`src/rtl/cs015_display_scan_pkg.sv`:
```
// rtl/cs015_display_scan_pkg.sv - segment codes and digit-enable constants for the display scanner
package cs015_display_scan_pkg;

  // Active-high segment codes, bit order {g,f,e,d,c,b,a}
  localparam logic [6:0] SEG_0     = 7'b0111111;
  localparam logic [6:0] SEG_1     = 7'b0000110;
  localparam logic [6:0] SEG_2     = 7'b1011011;
  localparam logic [6:0] SEG_3     = 7'b1001111;
  localparam logic [6:0] SEG_4     = 7'b1100110;
  localparam logic [6:0] SEG_5     = 7'b1101101;
  localparam logic [6:0] SEG_6     = 7'b1111101;
  localparam logic [6:0] SEG_7     = 7'b0000111;
  localparam logic [6:0] SEG_8     = 7'b1111111;
  localparam logic [6:0] SEG_9     = 7'b1101111;
  localparam logic [6:0] SEG_BLANK = 7'b0000000;

  localparam logic [1:0] AN_UNITS  = 2'b01;
  localparam logic [1:0] AN_TENS   = 2'b10;

endpackage

```
`src/rtl/bcd_to_7seg.sv`:
```
// rtl/bcd_to_7seg.sv - decimal digit to active-high 7-segment code, blank for 10..15
module bcd_to_7seg
  import cs015_display_scan_pkg::*;
(
  input  logic [3:0] digit,
  output logic [6:0] seg
);

  always_comb begin
    seg = SEG_BLANK;
    case (digit)
      4'd0: seg = SEG_0;
      4'd1: seg = SEG_1;
      4'd2: seg = SEG_2;
      4'd3: seg = SEG_3;
      4'd4: seg = SEG_4;
      4'd5: seg = SEG_5;
      4'd6: seg = SEG_6;
      4'd7: seg = SEG_7;
      4'd8: seg = SEG_8;
      4'd9: seg = SEG_9;
      default: seg = SEG_BLANK;
    endcase
  end

endmodule

```
`src/rtl/cs015_display_scan.sv`:
```
// rtl/cs015_display_scan.sv - samples a 0..15 count, scans it onto two 7-segment digits, counts wraps
module cs015_display_scan
  import cs015_display_scan_pkg::*;
#(
  parameter int SCAN_DIV = 4,
  parameter int WRAP_W   = 4
) (
  input  logic              clk,
  input  logic              CLR,
  input  logic [3:0]        Q,
  output logic [6:0]        seg,
  output logic [1:0]        an,
  output logic              wrap,
  output logic [WRAP_W-1:0] wrap_cnt
);

  localparam int              PRE_W    = (SCAN_DIV > 1) ? $clog2(SCAN_DIV) : 1;
  localparam logic [PRE_W-1:0] PRE_LAST = PRE_W'(SCAN_DIV - 1);

  logic [3:0]        q_r_q, q_r_d;
  logic [PRE_W-1:0]  prescaler_q, prescaler_d;
  logic              digit_sel_q, digit_sel_d;
  logic              wrap_q, wrap_d;
  logic [WRAP_W-1:0] wrap_cnt_q, wrap_cnt_d;

  logic              tens;
  logic [3:0]        units;
  logic [3:0]        digit_mux;
  logic [6:0]        dec_seg;

  always_comb begin
    q_r_d       = Q;
    wrap_d      = (q_r_q == 4'hF) && (Q == 4'h0);
    wrap_cnt_d  = wrap_cnt_q + WRAP_W'(wrap_d);
    prescaler_d = prescaler_q + PRE_W'(1);
    digit_sel_d = digit_sel_q;
    if (prescaler_q == PRE_LAST) begin
      prescaler_d = '0;
      digit_sel_d = ~digit_sel_q;
    end
  end

  always_ff @(posedge clk or negedge CLR) begin
    if (!CLR) begin
      q_r_q       <= 4'h0;
      prescaler_q <= '0;
      digit_sel_q <= 1'b0;
      wrap_q      <= 1'b0;
      wrap_cnt_q  <= '0;
    end else begin
      q_r_q       <= q_r_d;
      prescaler_q <= prescaler_d;
      digit_sel_q <= digit_sel_d;
      wrap_q      <= wrap_d;
      wrap_cnt_q  <= wrap_cnt_d;
    end
  end

  // Tens digit of a 0..15 value is only ever 0 or 1
  always_comb begin
    tens      = (q_r_q >= 4'd10);
    units     = tens ? (q_r_q - 4'd10) : q_r_q;
    digit_mux = digit_sel_q ? 4'd1 : units;
  end

  bcd_to_7seg u_dec (
    .digit (digit_mux),
    .seg   (dec_seg)
  );

  // Leading-zero blanking keeps the tens enable asserted but drives no segments
  always_comb begin
    an  = digit_sel_q ? AN_TENS : AN_UNITS;
    seg = (digit_sel_q && !tens) ? SEG_BLANK : dec_seg;
  end

  assign wrap     = wrap_q;
  assign wrap_cnt = wrap_cnt_q;

endmodule

```
`config.mk`:
```
export PLATFORM = sky130hd
export DESIGN_NAME = cs015_display_scan
export DESIGN_NICKNAME = d
export VERILOG_FILES = /design/src/rtl/cs015_display_scan_pkg.sv /design/src/rtl/bcd_to_7seg.sv /design/src/rtl/cs015_display_scan.sv
export SDC_FILE = /design/constraint.sdc
export NUM_CORES = 1
export LEC_CHECK = 0
export CORE_MARGIN = 2
export CORE_UTILIZATION = 46
export DETAILED_ROUTE_END_ITERATION = 10
export PLACE_DENSITY = 0.76
export SYNTH_ARGS = -nofsm -noshare
export SYNTH_HDL_FRONTEND = slang
export SYNTH_HIERARCHICAL = 1
export SYNTH_SLANG_ARGS = --single-unit
```
`constraint.sdc`:
```
create_clock -name clk -period 2.32 [get_ports clk]
set_input_delay 0.348 -clock clk [delete_from_list [all_inputs] [get_ports clk]]
set_output_delay 0.348 -clock clk [all_outputs]
set_load 0.1 [all_outputs]
```
==> impl_metrics.toml <==
[critical_path]
endpoint_kind = "primary output"
rrSetupSlack_ns = 0.59
max_stage_delay_ns = 0.41
critPathSlowestCell = "dfrtp_1"
cp.required_ns = 1.97
cp_max_fo = 4
startpoint_type = "flop"
cp_cell_sequence = "buf_6 -> nand3b_1 -> a21oi_4 -> inv_4 -> ha_4 -> nor2_4 -> o21ai_2 -> o21ai_1 -> a21boi_4 -> buf_12"
path_class = "flop to primary output"
worstPathArrival_ns = 2.08
r2r_cells = 5

[floorplan]
die_y_um = 44.4
dieWidth_um = 44.4
placementRows = 14
coreArea_um2 = 1520
start_util_pct = 49.3
die-area_um2 = 1970
io_pins = 20

[timing]
slew_headroom_pct = 64.5
setup_tns_ns = -0.561
timing_worst_slew_pin_value_ns = 0.531
finalSetupViolCount = 7
rsz0062_at_grt = "true"
fmax_ghz = 0.412
layout_min_cycle_time_ns = 2.43
finalMaxSlewViolations = 0
min_period_over_period_pct = 105
final-hold-violation-count = 0
clock_skew_ns = 0.00282
setup_ws_ns = -0.105

[cts]
path_clk_slew_ns = 0.07
cts_tree = "yes"
cts_root_buf = "clkbuf_4"
clock_latency_ns = 0.27
clockBufferDepth = 2
cts_buffers = 3
cts_sinks = 12
htree_levels = 1

[cells_and_area]
num-fill-cells = 54
final_area_um2 = 1390
area_growth_syn_to_layout_pct = 85.2
multiInputGateArea_um2 = 606
nNetsFinal = 124
diodes = 0
drive_gt1_share_pct = 65.4
final_cell_mix = "buf_4 (18), dfrtp_1 (11), buf_12 (9)"
seq_area_um2 = 302
layout_commonest_cell = "buf_4"

[yosys]
netlist_instances = 71
ys_ff_latch = 12
syn_nets = 87
yosys_warnings = 6
synth-seq-area-share_pct = 40.0
avgSynthCellArea_um2 = 10.6
syn-cell-area_um2 = 751
synth_cell_types = 27

[power_and_ir_drop]
power_density_nw_per_um2 = 571
total_power_mw = 0.794
ir_drop_mv = 0.522
p_leak_nw = 0.662

[global_route]
grt_first_pass_wirelength_um = 3110
grt_pass1_vias = 698
grt_use_total_pct = 22.2
antenna_found_initial = 0
grt_max_degree = 13
grt_overflow = 0

[detailed_routing]
drtIter0Drc = 7
drc_errors = 0
drt_first_pass_iters = 4
wl_per_cell_um = 17.0
vias_per_cell = 5.42
antenna_left = 0
vias = 667
wl_um = 2090

[placed_design]
place_area_um2 = 1200
detailed_place_hpwl_um = 1340
io_buffers = 19
place.gp.congestion = 0.738

[run_status]
outcome = "finished with violations"
violations = "negative setup slack"

[min_path]
hp-class = "input pin to asynchronous set/reset pin"

[flow_run]
maxCapViolations = 0
-- cells by family (layout without fill, tap and decap cells) --
group | count (synthesis) | after routing | synth area share [%]
adders and majority gates | 10 | 10 | 16.7
buffers and inverters | 10 | 46 | 5.67
AOI/OAI and AO/OA | 23 | 23 | 22.2
xor gates and xnor gates | 4 | 4 | 4.67
DFF | 12 | 12 | 40.0
and+or+nand+nor | 12 | 12 | 10.8
-- per-layer routing --
layer  share of wire, %  global-route usage [%]  vias up  routed length, µm
li1                   -                       -      319                  -
met1                 39                    27.6      328                808
met2                 56                    37.9       16               1180
met3                3.0                    3.67        4                 63
met4                2.0                    9.70        0                 42
met5                  0                       0        -                  0
-- sequential cells by signal (all words and copies together), names as in the netlist --
register / count
prescaler_q: 2
wrap_cnt: 4
wrap: 1
q_r_q: 4
digit_sel_q: 1
-- where the power goes --
part	switching, mW	leakage [nW]	internal, mW
Clock	0.0665	0.0210	0.0953
Combinational	0.245	0.489	0.165
Sequential	0.00648	0.152	0.216
-- path summary, 6_finish.rpt --
path                                startpoint        endpoint
worst min register to register  prescaler_q[0]  prescaler_q[0]
min in group clk                prescaler_q[0]  prescaler_q[0]
worst max register to register        q_r_q[3]     wrap_cnt[2]
worst max-delay path                  q_r_q[1]          seg[0]
worst min-delay path                       CLR     wrap_cnt[1]
max in group asynchronous                  CLR     digit_sel_q
-- stage by stage --
step                util, %  setup slack [ns]  hold WS (ns)  std cells
floorplan                 -            -0.128        0.0524         71
global placement       78.9             0.106         0.415        111
detailed placement     78.9            0.0667         0.425        111
CTS                    88.0            -0.103         0.415        122
global route           91.2            -0.183         0.456        123
finish                 91.2            -0.105         0.426        123
-- worst max-delay path: cells and delay by family, from the launching register on --
family	cells	cell delay (ns)
flip-flops	1	0.41
buffers and inverters	3	0.39
AND/OR/NAND/NOR	2	0.28
adder cells (fa/ha/maj)	1	0.16
AO/OA/AOI/OAI	4	0.55
-- timing repair --
action	CTS	global route
endpoints found under the setup margin	7	7
gates resized for setup	13	11
pin swaps	7	8
setup buffers	7	1
hold buffers	0	0
-- cell usage after synthesis --
cell / number / area (µm²)
xnor2_1: 2 / 17.5
o211a_1: 1 / 10.0
o22ai_2: 1 / 12.5
a21boi_0: 7 / 52.6
dfrtp_1: 12 / 300
nand3_1: 1 / 5.00
a211oi_1: 1 / 7.51
a21oi_1: 3 / 15.0
o21ai_0: 4 / 20.0
or2_2: 1 / 6.26
nor4b_2: 1 / 15.0
a21oi_2: 1 / 8.76
ha_1: 10 / 125
inv_1: 8 / 30.0
xor2_1: 2 / 17.5
buf_4: 1 / 7.51
a21o_1: 1 / 7.51
o22ai_1: 1 / 6.26
a22o_1: 1 / 8.76
o21ai_2: 2 / 17.5
nor2_1: 4 / 15.0
buf_2: 1 / 5.00
nand4b_1: 1 / 8.76
nand2_1: 1 / 3.75
nand3b_1: 1 / 7.51
nand2b_1: 1 / 6.26
nor2b_4: 1 / 13.8
-- cell type report --
cell class,count,share of cell area (%)
Timing Repair Buffer,34,27.9
Tap cell,16,1.44
Multi-Input combinational cell,49,43.6
Inverter,8,2.79
Clock buffer,4,2.61
Sequential cell,12,21.7
No activity file was read; power rests on OpenSTA's default activity.
